`config.mk`:
```
export PLATFORM = sky130hd
export DESIGN_NAME = key_debouncer
export DESIGN_NICKNAME = d
export VERILOG_FILES = /design/src/rtl/key_debounce_pkg.sv /design/src/rtl/key_debounce_ch.sv /design/src/rtl/key_debouncer.sv
export SDC_FILE = /design/constraint.sdc
export NUM_CORES = 1
export LEC_CHECK = 0
export ABC_AREA = 1
export CAP_MARGIN = 20
export CORE_MARGIN = 2
export CORE_UTILIZATION = 25
export DETAILED_ROUTE_END_ITERATION = 10
export PLACE_DENSITY_LB_ADDON = 0.12
export SLEW_MARGIN = 20
export SYNTH_ARGS = -nofsm -noshare
export SYNTH_HDL_FRONTEND = slang
export SYNTH_SLANG_ARGS = --single-unit
```
`constraint.sdc`:
```
create_clock -name i_clk -period 1.6 [get_ports i_clk]
set_input_delay 0.24 -clock i_clk [delete_from_list [all_inputs] [get_ports i_clk]]
set_output_delay 0.24 -clock i_clk [all_outputs]
set_load 0.01 [all_outputs]
```
`src/rtl/key_debounce_pkg.sv`:
```
// key_debounce_pkg: shared channel state encoding and KEY index names.
package key_debounce_pkg;
  typedef enum logic [1:0] {
    S_RELEASED,
    S_PRESS_WAIT,
    S_PRESSED,
    S_RELEASE_WAIT
  } key_state_e;
  localparam int KEY_START = 0;
  localparam int KEY_RST   = 1;
  localparam int KEY_STOP  = 2;
  localparam int KEY_SHOW  = 3;
endpackage

```
`src/rtl/key_debounce_ch.sv`:
```
// key_debounce_ch: one key channel, 2-flop synchronizer, debounce FSM and registered strobes.
module key_debounce_ch
  import key_debounce_pkg::*;
#(
  parameter int STABLE_CYCLES = 1_000_000,
  parameter int CNT_W         = $clog2(STABLE_CYCLES)
) (
  input  logic i_clk,
  input  logic i_rst_n,
  input  logic i_key_n,
  output logic o_level,
  output logic o_press,
  output logic o_release,
  output logic o_press_nxt
);
  key_state_e       state_q, state_d;
  logic [CNT_W-1:0] cnt_q, cnt_d;
  logic [1:0]       sync_q, sync_d;
  logic             level_q, level_d, press_q, press_d, release_q, release_d;
  logic             key_s, last;
  assign sync_d = {sync_q[0], i_key_n};
  assign key_s  = sync_q[1];
  assign last   = cnt_q == CNT_W'(STABLE_CYCLES - 1);
  always_comb begin
    state_d   = state_q;
    cnt_d     = '0;
    press_d   = 1'b0;
    release_d = 1'b0;
    case (state_q)
      S_RELEASED:   if (!key_s) state_d = S_PRESS_WAIT;
      S_PRESS_WAIT:
        if (key_s) state_d = S_RELEASED;
        else if (last) begin
          state_d = S_PRESSED;
          press_d = 1'b1;
        end else cnt_d = cnt_q + 1'b1;
      S_PRESSED:    if (key_s) state_d = S_RELEASE_WAIT;
      S_RELEASE_WAIT:
        if (!key_s) state_d = S_PRESSED;
        else if (last) begin
          state_d   = S_RELEASED;
          release_d = 1'b1;
        end else cnt_d = cnt_q + 1'b1;
      default:      state_d = S_RELEASED;
    endcase
    level_d = (state_d == S_PRESSED) || (state_d == S_RELEASE_WAIT);
  end
  always_ff @(posedge i_clk or negedge i_rst_n) begin
    if (!i_rst_n) begin
      sync_q    <= 2'b11;
      state_q   <= S_RELEASED;
      cnt_q     <= '0;
      level_q   <= 1'b0;
      press_q   <= 1'b0;
      release_q <= 1'b0;
    end else begin
      sync_q    <= sync_d;
      state_q   <= state_d;
      cnt_q     <= cnt_d;
      level_q   <= level_d;
      press_q   <= press_d;
      release_q <= release_d;
    end
  end
  assign o_level     = level_q;
  assign o_press     = press_q;
  assign o_release   = release_q;
  assign o_press_nxt = press_d;
endmodule

```
`src/rtl/key_debouncer.sv`:
```
// key_debouncer: NUM_KEYS independent debounce channels plus a registered any-press strobe.
module key_debouncer
  import key_debounce_pkg::*;
#(
  parameter int NUM_KEYS      = 4,
  parameter int STABLE_CYCLES = 1_000_000,
  parameter int CNT_W         = $clog2(STABLE_CYCLES)
) (
  input  logic                i_clk,
  input  logic                i_rst_n,
  input  logic [NUM_KEYS-1:0] i_key_n,
  output logic [NUM_KEYS-1:0] o_level,
  output logic [NUM_KEYS-1:0] o_press,
  output logic [NUM_KEYS-1:0] o_release,
  output logic                o_any_press
);
  logic [NUM_KEYS-1:0] press_nxt;
  logic                any_press_q, any_press_d;
  for (genvar i = 0; i < NUM_KEYS; i++) begin : g_ch
    key_debounce_ch #(.STABLE_CYCLES(STABLE_CYCLES), .CNT_W(CNT_W)) u_ch (
      .i_clk       (i_clk),
      .i_rst_n     (i_rst_n),
      .i_key_n     (i_key_n[i]),
      .o_level     (o_level[i]),
      .o_press     (o_press[i]),
      .o_release   (o_release[i]),
      .o_press_nxt (press_nxt[i])
    );
  end
  // Built from the channels' next-press values so it lines up with o_press.
  assign any_press_d = |press_nxt;
  always_ff @(posedge i_clk or negedge i_rst_n) begin
    if (!i_rst_n) any_press_q <= 1'b0;
    else          any_press_q <= any_press_d;
  end
  assign o_any_press = any_press_q;
endmodule

```
==> flow_summary.toml <==
[layout]
syn2layout_area_growth_pct = 18.9
drive_above_1_share = 0.138
design_area_sq_um = 6640
filler_cell_count = 2350
diodes = 0
utilization = 0.303
nNetsFinal = 746

[global_route]
grt_overflow = 0
grt_pass1_vias = 4152
grt_max_degree = 46
antenna_found_initial = 0
grt_pass1_wl_microns = 20200
grt_use_total = 0.106

[die]
die-area_sq_um = 23500
rows = 54
core_sq_um = 21900
die_width_microns = 153
boundaryPins = 19
dieHeight_microns = 153
start_util = 0.255

[min_path]
hold_path.class = "input pin to flop"
hold_depth = 1

[critical_path]
end_kind = "flop"
worst-endpoint-arrival_ns = 1.74
ff2ff_path_depth = 9
crit_required_ns = 1.85
r2r_slack_ns = 0.10
path_max_fanout = 6
worstSetupStartpointType = "flop"
critPathKind = "flop to flop"

[logic_synthesis]
yosysUniqueCellTypes = 33
yosys_most_used_dff = "dfrtp_1"
synthTopCellsByCount = "nor2_1, nand2_1, dfrtp_1"
yosys-top-cells-area = "dfrtp_1, nor2_1, nand2_1, inv_1, xor2_1"
yosysMostFrequentCell = "nor2_1"
ys_ff_latch = 109
syn_inst = 700
ys_seq_area_frac = 0.490
synth_area_leader_cell = "dfrtp_1"
avgSynthCellArea_sq_um = 7.97
syn-cell-area_sq_um = 5580
synth_nets = 710
synth_edf_count = 0
async_flop_share = 1.00
synth.top_cell.area_share = 0.453
synth_warnings = 0

[routing]
ant_nets = 0
drc = 0
vias = 4295
wl_per_cell_microns = 11.5
drt-total-wl_microns = 11700
viasPerCell = 4.21
drt_iter0_drc = 222
first_pass_iters = 4

[cts]
cts-buffers-inserted = 9
cts_sinks = 109
cts.path.max_buffers = 2
path_clk_slew_ns = 0.08
htreeDepth = 3
cts-root-buf = "clkbuf_16"
cts_tree = "done"
clock_latency_ns = 0.35

[run]
maxCapViolCount = 0

[pwr]
p_sw_frac = 0.224
p_leak_nw = 2.94
clockPowerShare = 0.434
p_int_mw = 4.12
seq_power_share = 0.529
switchingPower_mw = 1.19
p_comb_frac = 0.037
power_mw = 5.31
peakVddDrop_mv = 0.453
power_density_nw_per_um2 = 800

[run_status]
status = "completed"

[placed_design]
place_area_sq_um = 6110
routabilityCongestion = 0.779
hpwl_microns = 8590
port_buffers = 18

[timing]
slew_viol_final = 0
finalCritPeriodShare = 0.936
clock-skew-final_ns = 0.00859
slew_headroom = 0.722
fin_crit_ns = 1.50
setup_viol = 0
hold_violations = 0
tns_ns = 0
tightest_slew_ns = 0.414
max_freq_mhz = 668
rsz0062_at_grt = "true"
cells in the final DEF (no fill, tap or decap), types with 2 or more instances in the layout:
master / netlist / final
xnor2_1: 7 / 7
nor2_1: 143 / 138
dfstp_2: 8 / 8
clkdlybuf4s50_1: 0 / 17
a31oi_1: 3 / 3
nand2_2: 5 / 7
nand2_4: 1 / 2
o21ai_1: 1 / 2
nand4_1: 13 / 13
clkbuf_16: 0 / 9
xor2_1: 27 / 27
nand3_2: 1 / 4
inv_1: 97 / 97
clkinv_4: 0 / 2
o21ai_4: 2 / 2
nor3b_1: 6 / 6
ha_4: 0 / 3
a21oi_1: 16 / 16
nand3_1: 43 / 39
nor2_4: 6 / 12
buf_12: 0 / 3
dfrtp_1: 101 / 101
nand2_1: 139 / 136
buf_4: 13 / 17
nor2_2: 14 / 13
buf_6: 3 / 3
o21ai_0: 5 / 4
nor3_1: 28 / 27
inv_2: 6 / 5
state kept, by name (all words and copies together), names as in the netlist:
| name | count |
|---|---|
| g_ch.u_ch.sync_q | 8 |
| g_ch.u_ch.o_release | 4 |
| o_any_press | 1 |
| g_ch.u_ch.o_press | 4 |
| g_ch.u_ch.o_level | 4 |
| g_ch.u_ch.cnt_q | 80 |
| g_ch.u_ch.state_q | 8 |
layout make-up:
| cell class | instances | area [sq um] | share of cell area |
|---|---|---|---|
| Clock inverter | 5 | 60.1 | 0.00905 |
| Multi-Input combinational cell | 471 | 2450 | 0.369 |
| Inverter | 104 | 398 | 0.0599 |
| Tap cell | 280 | 350 | 0.0528 |
| Clock buffer | 11 | 243 | 0.0366 |
| Timing Repair Buffer | 41 | 402 | 0.0605 |
| Sequential cell | 109 | 2740 | 0.412 |
timing repair:
item	in CTS	in global routing
setup buffers	0	9
hold endpoints to repair	23	0
gates resized for setup	3	31
endpoints found under the setup margin	3	66
hold buffers	1	0
cloned	0	0
pin swaps	0	13
per-stage QoR:
| step | hold WS, ns | cells | worst slack [ns] |
|---|---|---|---|
| global placement | 0.182 | 995 | -0.000546 |
| global route | 0.278 | 1021 | -0.0103 |
| detailed placement | 0.180 | 995 | -0.00780 |
| CTS | 0.264 | 1012 | 0.00691 |
| finish | 0.284 | 1021 | 0.103 |
| floorplan | -0.0556 | 700 | 0.182 |
logic make-up after synthesis:
kind of cell	Yosys count	synth area share
AOI/OAI and AO/OA	28	0.0303
xor gates and xnor gates	34	0.0534
adders and majority gates	4	0.00897
buffers and inverters	120	0.0939
DFF	109	0.490
and+or+nand+nor	405	0.323
routing by layer:
| layer | global-route usage | routed length [microns] | vias to the layer above |
|---|---|---|---|
| met3 | 0.0190 | 312 | 14 |
| li1 | - | - | 2227 |
| met2 | 0.165 | 5310 | 56 |
| met5 | 0 | 0 | - |
| met1 | 0.144 | 5890 | 1998 |
| met4 | 0.0433 | 224 | 0 |
power by group through the flow:
stage / sequential (mW) / combinational [mW] / clock, mW
3_3_place_gp: 2.86 / 0.185 / 0
2_1_floorplan: 2.85 / 0.0743 / 0
5_1_grt: 2.81 / 0.223 / 2.53
3_5_place_dp: 2.86 / 0.186 / 0
4_1_cts: 2.81 / 0.189 / 2.41
6_report: 2.81 / 0.194 / 2.31
worst max-delay path, cell delays in order (launching register included):
cell and delay, ns:
dfrtp_1 0.41, ha_4 0.16, nand2_4 0.06, nor2_4 0.18, nand3_2 0.11, nor2_4 0.16, nor2_4 0.09, buf_6 0.12
o21ai_1 0.06, nor2_1 0.04
worst paths after layout:
kind	start	end
worst min register to register	g_ch[0].u_ch.sync_q[0]$_DFF_PN1_	g_ch[0].u_ch.sync_q[1]$_DFF_PN1_
worst min-delay path	i_key_n[3]	g_ch[3].u_ch.sync_q[0]$_DFF_PN1_
max in group asynchronous	i_rst_n	g_ch[2].u_ch.sync_q[0]$_DFF_PN1_
worst max-delay path	g_ch[3].u_ch.cnt_q[0]$_DFF_PN0_	g_ch[3].u_ch.cnt_q[19]$_DFF_PN0_
worst max register to register	g_ch[3].u_ch.cnt_q[0]$_DFF_PN0_	g_ch[3].u_ch.cnt_q[19]$_DFF_PN0_
min in group asynchronous	i_rst_n	g_ch[3].u_ch.cnt_q[15]$_DFF_PN0_
(Power assumes the default switching activity.)
